<file path="config.mk">
export PLATFORM = sky130hd
export DESIGN_NAME = panel_input
export DESIGN_NICKNAME = d
export VERILOG_FILES = /design/src/rtl/panel_pkg.sv /design/src/rtl/panel_debounce.sv /design/src/rtl/panel_input.sv
export SDC_FILE = /design/constraint.sdc
export NUM_CORES = 1
export LEC_CHECK = 0
export ABC_AREA = 1
export BUFFER_PORTS_ARGS = -buffer_cell sky130_fd_sc_hd__buf_4
export CAP_MARGIN = 15
export CORE_ASPECT_RATIO = 1.4
export CORE_UTILIZATION = 57
export CTS_CLUSTER_DIAMETER = 60
export DETAILED_ROUTE_END_ITERATION = 8
export GPL_TIMING_DRIVEN = 0
export PLACE_DENSITY_LB_ADDON = 0.1
export SYNTH_ARGS = -nofsm -noshare
export SYNTH_HDL_FRONTEND = slang
export SYNTH_SLANG_ARGS = --single-unit
</file>
<file path="constraint.sdc">
create_clock -name clk -period 2.8 [get_ports clk]
set_input_delay 0.56 -clock clk [delete_from_list [all_inputs] [get_ports clk]]
set_output_delay 0.56 -clock clk [all_outputs]
set_load 0.05 [all_outputs]
</file>
<file path="src/rtl/panel_pkg.sv">
// Shared definitions for the front-panel input path: button indices,
// bus widths, the key-operation encoding and a priority helper.
package panel_pkg;

  localparam int NUM_BTN    = 5;
  localparam int NUM_SW     = 16;
  localparam int HEX_W      = 32;
  localparam int DIGIT_W    = 4;
  localparam int MAX_DIGITS = HEX_W / DIGIT_W;

  localparam int BTN_STEP = 0;
  localparam int BTN_CONT = 1;
  localparam int BTN_CHK  = 2;
  localparam int BTN_ENT  = 3;
  localparam int BTN_DEL  = 4;

  // What the hex-entry register does on a given cycle.
  typedef enum logic [1:0] {
    KEY_NONE  = 2'd0,
    KEY_DIGIT = 2'd1,
    KEY_DEL   = 2'd2,
    KEY_CLEAR = 2'd3
  } key_op_e;

  // Index of the lowest set bit; zero when nothing is set.
  function automatic logic [DIGIT_W-1:0] lowest_set(input logic [NUM_SW-1:0] bits);
    lowest_set = '0;
    for (int i = NUM_SW - 1; i >= 0; i--) begin
      if (bits[i]) lowest_set = DIGIT_W'(i);
    end
  endfunction

endpackage

</file>
<file path="src/rtl/panel_debounce.sv">
// Two-flop synchronizer followed by a HIST-deep sample filter. Samples are
// taken only on the shared tick; a bit flips once the newest HIST samples
// all agree on the opposite level.
module panel_debounce #(
  parameter int WIDTH = 1,
  parameter int HIST  = 3
) (
  input  logic             clk,
  input  logic             rstn,
  input  logic             tick,
  input  logic [WIDTH-1:0] raw,
  output logic [WIDTH-1:0] stable
);

  logic [WIDTH-1:0]            sync1_q;
  logic [WIDTH-1:0]            sync2_q;
  logic [HIST-1:0][WIDTH-1:0]  hist_q;
  logic [HIST-1:0][WIDTH-1:0]  hist_d;
  logic [WIDTH-1:0]            stable_q;
  logic [WIDTH-1:0]            stable_d;
  logic [WIDTH-1:0]            all_hi;
  logic [WIDTH-1:0]            all_lo;

  // Metastability guard: raw pins are only seen through two flops.
  always_ff @(posedge clk or negedge rstn) begin
    if (!rstn) begin
      sync1_q <= '0;
      sync2_q <= '0;
    end else begin
      sync1_q <= raw;
      sync2_q <= sync1_q;
    end
  end

  // Shift a new synchronized sample into the history on each tick; index 0 is newest.
  always_comb begin
    hist_d = hist_q;
    if (tick) hist_d = {hist_q[HIST-2:0], sync2_q};
  end

  // Per bit, detect whether every retained sample is high or every one is low.
  always_comb begin
    all_hi = '1;
    all_lo = '1;
    for (int h = 0; h < HIST; h++) begin
      all_hi = all_hi & hist_d[h];
      all_lo = all_lo & ~hist_d[h];
    end
  end

  // Adopt a unanimous level on the tick; otherwise keep the current level.
  always_comb begin
    stable_d = stable_q;
    if (tick) stable_d = (stable_q | all_hi) & ~all_lo;
  end

  // History and filtered-level registers.
  always_ff @(posedge clk or negedge rstn) begin
    if (!rstn) begin
      hist_q   <= '0;
      stable_q <= '0;
    end else begin
      hist_q   <= hist_d;
      stable_q <= stable_d;
    end
  end

  assign stable = stable_q;

endmodule

</file>
<file path="src/rtl/panel_input.sv">
// Front-panel input block: debounces 5 buttons and 16 hex switches with a
// shared sample tick, turns button presses into one-cycle pulses and turns
// switch changes into hex-digit entry with a delete key.
// Optional build macro PANEL_AUTOCLR_EN: the ent key clears the entered
// value on the cycle after its pulse.
module panel_input
  import panel_pkg::*;
#(
  parameter int DEB_CYCLES = 100000,
  parameter int HIST       = 3
) (
  input  logic               clk,
  input  logic               rstn,
  input  logic [NUM_BTN-1:0] btn_raw,
  input  logic [NUM_SW-1:0]  sw_raw,
  output logic [NUM_BTN-1:0] btn_pulse,
  output logic [NUM_SW-1:0]  sw_stable,
  output logic [HEX_W-1:0]   hex_val,
  output logic [3:0]         digit_cnt,
  output logic               key_event
);

  localparam int                TICK_W    = (DEB_CYCLES > 2) ? $clog2(DEB_CYCLES) : 1;
  localparam logic [TICK_W-1:0] TICK_LAST = TICK_W'(DEB_CYCLES - 1);
  localparam logic [3:0]        CNT_MAX   = 4'(MAX_DIGITS);

  logic [TICK_W-1:0]  tick_cnt_q;
  logic [TICK_W-1:0]  tick_cnt_d;
  logic               tick;

  logic [NUM_BTN-1:0] btn_stable;
  logic [NUM_BTN-1:0] btn_last_q;
  logic [NUM_BTN-1:0] btn_last_d;
  logic [NUM_SW-1:0]  sw_last_q;
  logic [NUM_SW-1:0]  sw_last_d;
  logic [NUM_SW-1:0]  sw_change;
  logic [DIGIT_W-1:0] digit;

  key_op_e            key_op;
  logic [HEX_W-1:0]   hex_q;
  logic [HEX_W-1:0]   hex_d;
  logic [3:0]         cnt_q;
  logic [3:0]         cnt_d;
  logic               key_q;
  logic               key_d;

  // Free-running sample-rate divider; the tick fires on the wrap cycle.
  always_comb begin
    tick       = (tick_cnt_q == TICK_LAST);
    tick_cnt_d = tick ? '0 : tick_cnt_q + TICK_W'(1);
  end

  // Divider register.
  always_ff @(posedge clk or negedge rstn) begin
    if (!rstn) tick_cnt_q <= '0;
    else       tick_cnt_q <= tick_cnt_d;
  end

  panel_debounce #(
    .WIDTH (NUM_BTN),
    .HIST  (HIST)
  ) u_btn_deb (
    .clk    (clk),
    .rstn   (rstn),
    .tick   (tick),
    .raw    (btn_raw),
    .stable (btn_stable)
  );

  panel_debounce #(
    .WIDTH (NUM_SW),
    .HIST  (HIST)
  ) u_sw_deb (
    .clk    (clk),
    .rstn   (rstn),
    .tick   (tick),
    .raw    (sw_raw),
    .stable (sw_stable)
  );

  // Edge detection: press pulses for buttons, any-direction changes for switches.
  always_comb begin
    btn_last_d = btn_stable;
    sw_last_d  = sw_stable;
    btn_pulse  = btn_stable & ~btn_last_q;
    sw_change  = sw_stable ^ sw_last_q;
    digit      = lowest_set(sw_change);
  end

  // Previous-cycle copies of the debounced levels.
  always_ff @(posedge clk or negedge rstn) begin
    if (!rstn) begin
      btn_last_q <= '0;
      sw_last_q  <= '0;
    end else begin
      btn_last_q <= btn_last_d;
      sw_last_q  <= sw_last_d;
    end
  end

  // Pick this cycle's operation: digit entry beats clear, clear beats delete.
  always_comb begin
    key_op = KEY_NONE;
    if (|sw_change) begin
      key_op = KEY_DIGIT;
    end
`ifdef PANEL_AUTOCLR_EN
    else if (btn_pulse[BTN_ENT]) begin
      key_op = KEY_CLEAR;
    end
`endif
    else if (btn_pulse[BTN_DEL]) begin
      key_op = KEY_DEL;
    end
  end

  // Apply the operation to the digit shift register and its saturating count.
  always_comb begin
    hex_d = hex_q;
    cnt_d = cnt_q;
    key_d = 1'b0;
    unique case (key_op)
      KEY_DIGIT: begin
        hex_d = {hex_q[HEX_W-DIGIT_W-1:0], digit};
        cnt_d = (cnt_q == CNT_MAX) ? cnt_q : cnt_q + 4'd1;
        key_d = 1'b1;
      end
      KEY_DEL: begin
        hex_d = {{DIGIT_W{1'b0}}, hex_q[HEX_W-1:DIGIT_W]};
        cnt_d = (cnt_q == 4'd0) ? cnt_q : cnt_q - 4'd1;
        key_d = 1'b1;
      end
      KEY_CLEAR: begin
        hex_d = '0;
        cnt_d = '0;
      end
      default: begin
      end
    endcase
  end

  // Entered value, digit count and key-event registers.
  always_ff @(posedge clk or negedge rstn) begin
    if (!rstn) begin
      hex_q <= '0;
      cnt_q <= '0;
      key_q <= 1'b0;
    end else begin
      hex_q <= hex_d;
      cnt_q <= cnt_d;
      key_q <= key_d;
    end
  end

  assign hex_val   = hex_q;
  assign digit_cnt = cnt_q;
  assign key_event = key_q;

endmodule

</file>
Yosys cells after proc, flatten, opt, wreduce, memory -nomap -nowiden
Index checks and enable logic that the tools add are counted.

operators by class
  add/subtract/negate cells = 3
  equal/unequal tests = 7
  multiplexer cells = 26
  bitwise logic cells = 23
  reduce and logical (&&, ||, !) cells = 5

operator list
  operator               count
  $pmux 32 s3            1
  $and 16x16->16         5
  $mux 4                 18
  $not 16->16            4
  $mux 48                1
  $and 5x5->5            6
  $not 5->5              5
  $add 17x1->17 const B  1
  $eq 17x17->1 const B   1
  $mux 17                1
  $or 16x16->16          1
  $reduce_or 16->1       1
  $xor 16x16->16         1
  $mux 15                1
  $pmux 4 s3             1
  $or 5x5->5             1
  $add 4x1->4 const B    1
  $eq 2x2->1 const B     2
  $eq 4x4->1 const B     1
  $logic_not 4->1        1
  $mux 2                 2
  $ne 2x2->1 const B     2
  $sub 4x1->4 const B    1
  $reduce_and 3->1       1
  4 further kinds        4

storage, ports and cells
  bits in registers = 201
  input port bits = 23
  word-level logic and storage cells = 82

Longest topological paths before layout
  depth after elaboration = 18
  mapped depth = 19
  gate-level depth less buffers = 19

By module
Synthesis repeated with hierarchy kept, for this count alone.

unflattened totals
  cell total of the unflattened synthesis = 818
  area total of the unflattened synthesis = 8075.2 um^2

modules (own cells, without submodules)
  module                       times used  cells each  area an instance (um^2)
  panel_debounce at u_sw_deb   1           351         3554.7
  panel_input                  1           357         3368.2
  panel_debounce at u_btn_deb  1           110         1152.4

Least setup slack after synthesis
Ideal clock, no wire load.

  path kind = register to register
  start = reg u_btn_deb.stable_q[4], in the netlist u_btn_deb.stable[4]
  end = reg cnt_q[3], in the netlist digit_cnt[3]
  arrival = 2.722 ns
  data required time = 2.721 ns
  setup slack = -0.001 ns
  stages on the path, launching flop included = 12
  clock period less this slack = 2.801 ns
  path through = dfrtp_1 > inv_1 > nor2_1 > nand2_1 > inv_2 > buf_4 > ha_1 > a21o_1 > a21oi_1 > nand2_1 > o211ai_1 > xor2_1

between the ends
  cells in the longest elaborated chain, start to end = 6
  elaborated cells on any way between the ends = 11
  those cells by class = eq/ne: 5; mux: 3; bitwise: 1; reduce/logical: 2

ends and longest elaborated chain
  item                                                              RTL line              source
  from (decl)                                                       panel_debounce.sv:19  logic [WIDTH-1:0] stable_q;
  from (signal assigned)                                            panel_debounce.sv:64  stable_q <= stable_d;
  $and 5x5->5 *                                                     panel_input.sv:85     btn_pulse = btn_stable & ~btn_last_q;
  named net btn_pulse[4]                                            panel_input.sv:16     output logic [NUM_BTN-1:0] btn_pulse,
  $mux 2 *                                                          panel_input.sv:112    else if (btn_pulse[BTN_DEL]) begin
  $mux 2 *                                                          panel_input.sv:104    if (|sw_change) begin
  $eq 2x2->1 / $eq 2x1->1 (equally long branches)                   panel_input.sv:122    unique case (key_op)
  $ne 2x2->1 (no line) / $reduce_bool 3->1 (equally long branches)  n/a
  $reduce_and 3->1 (no line)                                        n/a
  to (signal assigned)                                              panel_input.sv:150    cnt_q <= cnt_d;
  to (decl)                                                         panel_input.sv:42     logic [3:0] cnt_q;

Mark *: on every way through the listed nets, which the timed path passes. The rest lies on a longest branch.
A chain may end at the register's enable or synchronous reset.

Final worst setup path
  start = reg u_sw_deb.stable_q[6], in the netlist u_sw_deb.stable[6]
  end = reg cnt_q[3], in the netlist digit_cnt[3]

between the ends
  cells in the longest elaborated chain, start to end = 6
  elaborated cells on any way between the ends = 11
  those cells by class = eq/ne: 5; mux: 2; bitwise: 1; reduce/logical: 3

ends and longest elaborated chain
  item                                                              RTL line              source
  from (decl)                                                       panel_debounce.sv:19
  from (signal assigned)                                            panel_debounce.sv:64
  $xor 16x16->16 *                                                  panel_input.sv:86     sw_change = sw_stable ^ sw_last_q;
  $reduce_or 16->1 *                                                panel_input.sv:104
  $mux 2 *                                                          panel_input.sv:104
  $eq 2x2->1 / $eq 2x1->1 (equally long branches)                   panel_input.sv:122
  $ne 2x2->1 (no line) / $reduce_bool 3->1 (equally long branches)  n/a
  $reduce_and 3->1 (no line)                                        n/a

Mark *: on every way between the ends. The rest lies on a longest branch, timed or not.

==> results.py <==
metrics = {
    "run_status": {
        "outcome": "complete, no violations",
    },
    "grt": {
        "grtUsageTotal_pct": 24.5,
        "grt_pass1_vias": 5236,
        "grt_max_degree": 101,
        "gr-total-overflow": 0,
        "grt_first_pass_wirelength_um": 25000,
        "antenna_found_initial": 0,
    },
    "clocking": {
        "clockBufferDepth": 2,
        "worst_skew_pair.late_latency_ps": 430,
        "clock_sinks": 184,
        "htree_levels": 4,
        "cts_tree": "yes",
        "cts.reportedPaths.clkPinSlew_ps": 70,
        "holdBufCountCts": 0,
        "cts_inserted_buffers": 17,
        "clockRootBuffer": "clkbuf_16",
    },
    "timing": {
        "fin_crit_sh_pct": 92.9,
        "hold_viol": 0,
        "worst_slew_pin_slew_ps": 732,
        "fmax_mhz": 384,
        "max-slew-margin-rel_pct": 51.2,
        "slew_violations": 0,
        "finalSetupViolations": 0,
        "fin_skew_ps": 8.64,
        "fin_crit_ps": 2600,
        "hold_slack_ps": 111,
    },
    "critical_path": {
        "crit_fanout": 12,
        "worstReg2RegStart": "u_sw_deb.stable[6]",
        "slowest_stage": "dfrtp_1",
        "critical_path.cell_chain": "xnor2_1 > nand2_1 > nor2_1 > nand2_2 > nor2_8 > nand2_2 > inv_2 > buf_6 > ha_1 > a21o_1 > a21oi_1 > nand2_1 > o211ai_1 > xor2_1",
        "cp.required_ps": 3150,
        "end_kind": "register",
        "path_delay_family": "simple AND/OR/NAND/NOR gates",
        "crit_start": "u_sw_deb.stable[6]",
        "path_class": "reg -> reg",
        "path_buf_inv": 2,
        "worstSetupStartpointType": "register",
        "cpPeakStageDelay_ps": 450,
        "crit_arrival_ps": 2950,
    },
    "yosys": {
        "synth.distinct_cells": 43,
        "syn-num-nets": 731,
        "synth_top_flop_cell": "dfrtp_1",
        "synth_area_um2": 7230,
        "ys_seq_area_share_pct": 63.7,
        "synth_warnings": 0,
        "syn_avg_cell_area_um2": 10.3,
        "synth_async_sr_flop_share_pct": 100,
        "synthCells": 704,
        "synth_edf_count": 0,
        "synth_seq_cells": 184,
    },
    "final_layout": {
        "area_growth_pct": 21.3,
        "final-instance-count-excl-fill": 970,
        "num-nets-final": 834,
        "num_antenna_cells": 0,
        "final_cell_mix": "dfrtp_1 (184), nand2_1 (145), inv_1 (111)",
        "stdcell_area_um2": 8770,
        "drive_gt1_share_pct": 18.7,
        "fin_util_pct": 70.9,
        "fillers": 891,
        "layout_commonest_cell": "dfrtp_1",
    },
    "routing": {
        "wire_per_inst_um": 15.6,
        "wirelength_um": 15100,
        "dr.pass1.iters": 5,
        "drt_first_iter_violations": 309,
        "routed_via_density": 5.46,
        "antenna_left": 0,
        "drc": 0,
        "via_count": 5295,
    },
    "job": {
        "drv_cap": 0,
    },
    "place": {
        "placed_cell_area_um2": 8050,
        "gp_congestion": 0.859,
        "portBuffers": 80,
        "dp_hpwl_um": 10400,
        "dpl.cell_count": 935,
    },
    "power_and_ir_drop": {
        "p_leak_nw": 4.44,
        "power_density_nw_per_um2": 604,
        "ir_drop_mv": 0.388,
    },
    "worst_hold_path": {
        "worstHoldPathType": "in -> async",
    },
    "floorplan": {
        "coreArea_um2": 12400,
        "die_x_um": 97.2,
        "start_util_pct": 58.4,
        "dieArea_um2": 13100,
        "pin_count": 81,
        "row_count": 48,
        "die_h_um": 135,
    },
}
==> power breakdown <==
group | total (mW) | internal (mW) | switching [mW]
Clock | 2.51 | 1.45 | 1.06
Sequential | 2.70 | 2.69 | 0.0152
Combinational | 0.0811 | 0.0251 | 0.0560
Total | 5.29 | 4.17 | 1.13
==> synth_stat cells, types with 3 or more instances <==
cell type / n / area (um^2)
xnor2_1: 17 / 149
nor2_2: 3 / 18.8
ha_1: 3 / 37.5
dfrtp_1: 184 / 4600
o21ai_0: 47 / 235
xor2_1: 3 / 26.3
buf_2: 5 / 25.0
o221ai_1: 12 / 105
clkbuf_1: 11 / 41.3
nand2_1: 146 / 548
nand4_1: 14 / 87.6
o211ai_1: 6 / 45.0
nor2_1: 35 / 131
inv_1: 111 / 417
nor3_1: 6 / 30.0
o211ai_2: 3 / 37.5
o31ai_1: 8 / 60.1
a21oi_1: 22 / 110
a32oi_1: 6 / 52.6
o32ai_1: 4 / 35.0
buf_1: 3 / 11.3
a31oi_1: 6 / 37.5
nand3_1: 13 / 65.1
nor4_1: 10 / 62.6
==> cell families after synthesis <==
| logic type | after synthesis | synth area share, % |
|---|---|---|
| AOI/OAI and AO/OA | 123 | 11.0 |
| xor gates and xnor gates | 20 | 2.42 |
| adders and majority gates | 4 | 0.797 |
| buffers and inverters | 136 | 7.43 |
| DFF | 184 | 63.7 |
| muxes | 2 | 0.294 |
| and+or+nand+nor | 235 | 14.3 |
==> through the flow <==
step	worst slack (ps)	setup TNS [ps]	power [mW]
finish	197	0	5.29
global route	-4.17	-4.17	5.45
CTS	7.98	0	5.34
detailed placement	-77.0	-77.0	2.84
global placement	-87.0	-87.0	2.83
floorplan	103	0	2.75
==> metal layers <==
layer  share of wire [%]  vias to the layer above  routed length (um)  track usage (%)
met2                  53                      171                8040             42.7
li1                    -                     2499                   -                -
met5                   0                        -                   0                0
met4                 2.1                        0                 316             9.87
met1                  40                     2597                6070             29.6
met3                 4.4                       28                 661             5.42
==> worst paths after layout <==
| check | endpoint | slack (ps) | cells after the start |
|---|---|---|---|
| setup / recovery | digit_cnt[3] | 200 | 14 |
| hold / removal | btn_last_q[1] | 110 | 1 |
| setup reg to reg | digit_cnt[3] | 200 | 14 |
| hold reg to reg | u_btn_deb.sync2_q[1] | 350 | 0 |
| max in group asynchronous | u_sw_deb.sync2_q[8] | 1790 | 2 |
| min in group clk | u_sw_deb.sync1_q[4] | 230 | 1 |
==> repair_timing <==
item                                    4_1_cts  5_1_grt
pin swaps                                     0        1
setup buffers                                 1        2
endpoints found under the setup margin        1        2
endpoints found under the hold margin         0        0
resized for setup                             4        6
==> worst reg2reg max path, cell delays in order, from the launching register on <==
cell      delay (ps)
dfrtp_1          450
xnor2_1          230
nand2_1          110
nor2_1           170
nand2_2          120
nor2_8           160
nand2_2          110
inv_2            110
buf_6            160
ha_1             240
a21o_1           160
a21oi_1          160
nand2_1           70
o211ai_1         110
xor2_1           170
==> registers in the layout (all words and copies together) (netlist names), 5 cells and up <==
name and count:
btn_last_q 5, hex_val 32, sw_last_q 16, tick_cnt_q 17, u_btn_deb.hist_q 11, u_btn_deb.stable 5, u_btn_deb.sync1_q 5, u_btn_deb.sync2_q 5
u_sw_deb.hist_q 35, u_sw_deb.stable 16, u_sw_deb.sync1_q 16, u_sw_deb.sync2_q 16
==> layout make-up <==
cell class | count | area (um^2) | share of cell area [%]
Buffer | 22 | 108 | 1.23
Clock buffer | 18 | 439 | 5.01
Clock inverter | 14 | 188 | 2.14
Inverter | 114 | 433 | 4.94
Multi-Input combinational cell | 384 | 2150 | 24.5
Sequential cell | 184 | 4600 | 52.5
Tap cell | 150 | 188 | 2.14
Timing Repair Buffer | 84 | 658 | 7.51
Note: power is estimated with default switching activity, not from simulation.
